[config.mk]
export PLATFORM = sky130hd
export DESIGN_NAME = bitplane_serializer
export DESIGN_NICKNAME = d
export VERILOG_FILES = /design/src/rtl/bitplane_serializer.sv
export SDC_FILE = /design/constraint.sdc
export NUM_CORES = 1
export LEC_CHECK = 0
export ABC_AREA = 1
export ABC_CLOCK_PERIOD_IN_PS = 2000
export BUFFER_PORTS_ARGS = -buffer_cell sky130_fd_sc_hd__buf_2
export CORE_MARGIN = 1.5
export CORE_UTILIZATION = 59
export DETAILED_ROUTE_END_ITERATION = 12
export HOLD_SLACK_MARGIN = 0.06
export PLACE_DENSITY = 0.79
export SLEW_MARGIN = 0
export SYNTH_ARGS = -nofsm -noshare
export SYNTH_HDL_FRONTEND = slang
export SYNTH_SLANG_ARGS = --single-unit
[constraint.sdc]
create_clock -name clk -period 2 [get_ports clk]
set_input_delay 0.2 -clock clk [delete_from_list [all_inputs] [get_ports clk]]
set_output_delay 0.2 -clock clk [all_outputs]
set_load 0.02 [all_outputs]
[src/rtl/bitplane_serializer.sv]
// Bit-plane serializer: reads a DEPTH-word bank once per bit plane and
// streams each plane as a PW-bit header (plane index) plus DEPTH data bits.
// Ports:
//   clk, rst         clock (rising edge), asynchronous active-high reset
//   start            one-cycle request, accepted only when idle
//   sready           downstream ready; low stalls the header/data stream
//   RB_RW, RB_A      bank control (always read), bank address
//   RB_Q             bank read data, combinational from RB_A
//   sen, sd          serial strobe (active-low) and data, registered
//   busy, done       activity flag and end-of-job pulse
module bitplane_serializer #(
    parameter int DATA_W    = 8,
    parameter int DEPTH     = 18,
    parameter int MSB_FIRST = 1,
    parameter int AW        = $clog2(DEPTH),
    parameter int PW        = $clog2(DATA_W)
) (
    input  logic              clk,
    input  logic              rst,
    input  logic              start,
    input  logic              sready,
    output logic              RB_RW,
    output logic [AW-1:0]     RB_A,
    input  logic [DATA_W-1:0] RB_Q,
    output logic              sen,
    output logic              sd,
    output logic              busy,
    output logic              done
);
    // One spare bit beyond the widest count keeps the shared counter
    // from wrapping for any DEPTH or header length.
    localparam int CW = ((AW > PW) ? AW : PW) + 1;
    localparam logic [CW-1:0] LAST_J  = CW'(DEPTH - 1);
    localparam logic [CW-1:0] LAST_H  = CW'(PW - 1);
    localparam logic [PW-1:0] HDR_TOP = PW'(PW - 1);
    localparam logic [PW-1:0] LAST_K  = PW'(DATA_W - 1);

    typedef enum logic [2:0] {
        IDLE,
        LOAD,
        HDR,
        DATA,
        GAP,
        FIN
    } state_t;

    state_t            state_q;
    state_t            state_d;
    logic [CW-1:0]     cnt_q;
    logic [CW-1:0]     cnt_d;
    logic [PW-1:0]     k_q;
    logic [PW-1:0]     k_d;
    logic [DEPTH-1:0]  bits_q;
    logic [PW-1:0]     bit_sel;
    logic [PW-1:0]     hdr_pos;
    logic [PW-1:0]     hdr_shift;
    logic              cap;
    logic              emit;
    logic              emit_bit;

    assign RB_RW     = 1'b1;
    assign RB_A      = (state_q == LOAD) ? cnt_q[AW-1:0] : '0;
    assign bit_sel   = (MSB_FIRST != 0) ? (LAST_K - k_q) : k_q;
    assign hdr_pos   = HDR_TOP - cnt_q[PW-1:0];
    assign hdr_shift = k_q >> hdr_pos;

    always_ff @(posedge clk or posedge rst) begin
        if (rst) begin
            state_q <= IDLE;
        end else begin
            state_q <= state_d;
        end
    end

    always_comb begin
        state_d  = state_q;
        cnt_d    = cnt_q;
        k_d      = k_q;
        cap      = 1'b0;
        emit     = 1'b0;
        emit_bit = 1'b0;
        unique case (state_q)
            IDLE: begin
                if (start) begin
                    state_d = LOAD;
                    cnt_d   = '0;
                    k_d     = '0;
                end
            end
            LOAD: begin
                cap = 1'b1;
                if (cnt_q == LAST_J) begin
                    state_d = HDR;
                    cnt_d   = '0;
                end else begin
                    cnt_d = cnt_q + CW'(1);
                end
            end
            HDR: begin
                if (sready) begin
                    emit     = 1'b1;
                    emit_bit = hdr_shift[0];
                    if (cnt_q == LAST_H) begin
                        state_d = DATA;
                        cnt_d   = LAST_J;
                    end else begin
                        cnt_d = cnt_q + CW'(1);
                    end
                end
            end
            DATA: begin
                if (sready) begin
                    emit     = 1'b1;
                    emit_bit = bits_q[cnt_q[AW-1:0]];
                    if (cnt_q == '0) begin
                        state_d = GAP;
                    end else begin
                        cnt_d = cnt_q - CW'(1);
                    end
                end
            end
            GAP: begin
                if (k_q == LAST_K) begin
                    state_d = FIN;
                end else begin
                    state_d = LOAD;
                    k_d     = k_q + PW'(1);
                    cnt_d   = '0;
                end
            end
            FIN: begin
                state_d = IDLE;
            end
            default: begin
                state_d = IDLE;
            end
        endcase
    end

    always_ff @(posedge clk or posedge rst) begin
        if (rst) begin
            cnt_q  <= '0;
            k_q    <= '0;
            bits_q <= '0;
            sen    <= 1'b1;
            sd     <= 1'b0;
            busy   <= 1'b0;
            done   <= 1'b0;
        end else begin
            cnt_q <= cnt_d;
            k_q   <= k_d;
            if (cap) begin
                bits_q[cnt_q[AW-1:0]] <= RB_Q[bit_sel];
            end
            sen  <= ~emit;
            sd   <= emit & emit_bit;
            busy <= (state_d != IDLE);
            done <= (state_d == FIN);
        end
    end

endmodule

==> metrics.cfg <==
[run_status]
status = completed

[worst_hold_path]
hold_path_end = sen
hp-start = sready
hold_depth = 4
min_path_type = input port to flip-flop

[finish]
finalNetCount = 399
drive_gt1_frac = 0.157
fill_cells = 322
num_antenna_cells = 0
multi_input_area_mm2 = 0.00127
ff_latch_area_um2 = 852
finalNonFillerCells = 430
synthToLayoutAreaGrowth_pct = 10.9

[sta]
final-hold-violation-count = 0
layout_setup_ws_ps = 176
setup_tns_ps = 0
worst_slew_pin_slew_ps = 807
skew_ps = 5.71
relSlewSlack = 0.460
max_freq_mhz = 548
drv_slew = 0
period_minus_slack_ps = 1820
holdWs_ps = 272
rsz0062_at_grt = no
finalCritPeriodShare = 0.912
final-setup-viol-count = 0

[global_route]
antenna_found_initial = 0
grt-ovfl-total = 0
grt_usage = 0.291
grt_use_met2 = 0.433
grt_pass1_vias = 2096
grt_util_met3 = 0.0528
grt.busiest_layer = met2
grt_max_degree = 35
grtUsageMet1 = 0.422
grt_pass1_wl_mm = 9.75

[yosys]
ys_top_cells_by_area = dfrtp_1 (35%), nand2_1 (16%), nand3_1 (12%)
synth_warnings = 0
syn_avg_cell_area_um2 = 6.68
synth_area_leader_cell = dfrtp_1
netlist.area_leader.share = 0.348
synthesis.nets = 373
synth_cell_types = 29
netlist_area_mm2 = 0.00237
netlist_instances = 355
ys_seq_area_frac = 0.359
ys_seq_elements = 34

[worst_setup_path]
critPathLaunch = state_q[2]
critPathMaxFanout = 17
crit_chain = inv_2 -> nand2_4 -> nor2_4 -> inv_2 -> nor2_1 -> buf_2
cp_common_cell = inv_2
reg2reg_depth = 10
crit_required_ps = 1800
end_kind = primary output
r2r-end = cnt_q[2]
slowest_stage = dfrtp_1
start_kind = flip-flop
worst_ep_arrival_time_ps = 1620
critical_path_class = flip-flop to primary output
cp_slowest_stage_delay_ps = 400
r2r_start = cnt_q[0]
reg2reg_slack_ps = 210

[floorplan]
die_w_um = 66.4
rows = 22
core_mm2 = 0.00377
start_util = 0.629
dieArea_mm2 = 0.00441
ios = 22
die_h_um = 66.4

[place]
dp.cells = 421
hpwl_mm = 4.16
dp_slack_ps = 234
place_congestion = 0.935
port_buffers = 20

[clock_tree]
h-tree-depth = 2
tritoncts.num_buffers = 5
cts.path.max_buffers = 2
cts_resized = 0
insertion_delay_ps = 290
clk_pin_slew_ps = 70
cts_tree = yes
post_cts_buffers = 0
cts_num_sinks = 34
cts-root-buf = clkbuf_8

[power]
power_density_mw_per_mm2 = 1500
p_total_mw = 3.95
p_leak_nw = 1.39
peakVddDrop_v = 0.00101

[route]
routed_wirelength_mm = 5.66
wl_per_cell_um = 13.2
drc = 0
first_pass_iters = 6
num_vias = 2383
vias_per_cell = 5.54
first_iter_violations = 197
antenna_left = 0

[flow_run]
maxCapViolCount = 0

## cells in the final DEF, fill, tap and decap left out, drive strengths merged
cell type | netlist | final
o22ai | 1 | 1
o211ai | 3 | 3
xor2 | 1 | 1
clkinv | 1 | 3
nor2 | 50 | 50
o21ai | 30 | 30
clkbuf | 0 | 5
o31ai | 1 | 1
a21oi | 1 | 1
nand2 | 103 | 103
buf | 8 | 26
ha | 6 | 6
conb | 1 | 1
nor3 | 6 | 6
bufinv | 0 | 1
or2 | 5 | 5
dfrtp | 33 | 33
nand3 | 57 | 57
dfstp | 1 | 1
inv | 47 | 47
dlygate4sd3 | 0 | 1
## critical path: cells and delay by family, from the launching register on
| kind | cells | cell delay [ps] |
|---|---|---|
| simple gates | 3 | 420 |
| buf+inv | 3 | 500 |
| flops | 1 | 400 |
## area by class of cell
class | count | share of cell area
Clock inverter | 3 | 0.0152
Multi-Input combinational cell | 265 | 0.484
Sequential cell | 34 | 0.324
Timing Repair Buffer | 27 | 0.0590
Inverter | 48 | 0.0685
Clock buffer | 5 | 0.0262
Tap cell | 48 | 0.0228
## cell families (layout without fill, tap and decap cells)
kind of cell / after synthesis / count (layout) / synth area share
XOR/XNOR: 1 / 1 / 0.00369
buffers and inverters: 56 / 83 / 0.104
other: 1 / 1 / 0.00158
AND/OR/NAND/NOR: 221 / 221 / 0.413
adder cells (fa/ha/maj): 6 / 6 / 0.0317
AO/OA/AOI/OAI: 36 / 36 / 0.0871
flip-flops: 34 / 34 / 0.359
## layer usage
layer  share of wire  wire, um  up-vias
met3           0.078       439       13
met4           0.018       103        0
met2            0.44      2490      104
met1            0.46      2630     1096
li1                -         -     1170
met5               0         0        -
## cell usage after synthesis
library cell	count
nand3_1	56
ha_1	6
nor2_1	43
nor2_4	3
conb_1	1
xor2_1	1
a21oi_1	1
nand2_1	101
dfstp_2	1
buf_4	3
nand2_2	1
o211ai_2	2
nand3_2	1
dfrtp_1	33
nor3_1	4
inv_2	5
buf_6	3
or2_2	5
clkinv_1	1
o22ai_1	1
o21ai_0	25
o31ai_2	1
buf_2	2
nand2_4	1
o21ai_1	5
o211ai_1	1
inv_1	42
nor2_2	4
nor3_2	2
## where the power goes
part | switching [mW] | leakage (nW) | internal, mW
registers | 0.211 | 0.409 | 0.953
logic | 1.45 | 0.919 | 0.712
clock network | 0.259 | 0.0579 | 0.367
## stage by stage
step                      utilization  cell area, um2
final                           0.697            2630
after global routing            0.697            2630
after CTS                       0.697            2630
after detailed placement        0.666            2510
after global placement          0.666            2510
after floorplan                     -            2370
## registers in the layout (all words and copies together) (netlist names)
name     cells
sen          1
state_q      3
bits_q      18
k_q          3
sd           1
cnt_q        6
done         1
busy         1
## repair_timing
item	4_1_cts	5_1_grt
hold endpoints to repair	33	0
setup endpoints to repair	0	0
hold buffers	1	0
## worst max path at each step
stage	endpoint	slack (ps)	cells after the start
finish	RB_A[0]	180	6
global route	cnt_q[4]	10	10
CTS	RB_A[0]	180	6
detailed placement	cnt_q[2]	230	10
global placement	bits_q[12]	330	5
floorplan	cnt_q[5]	350	10
(Power assumes the default switching activity.)
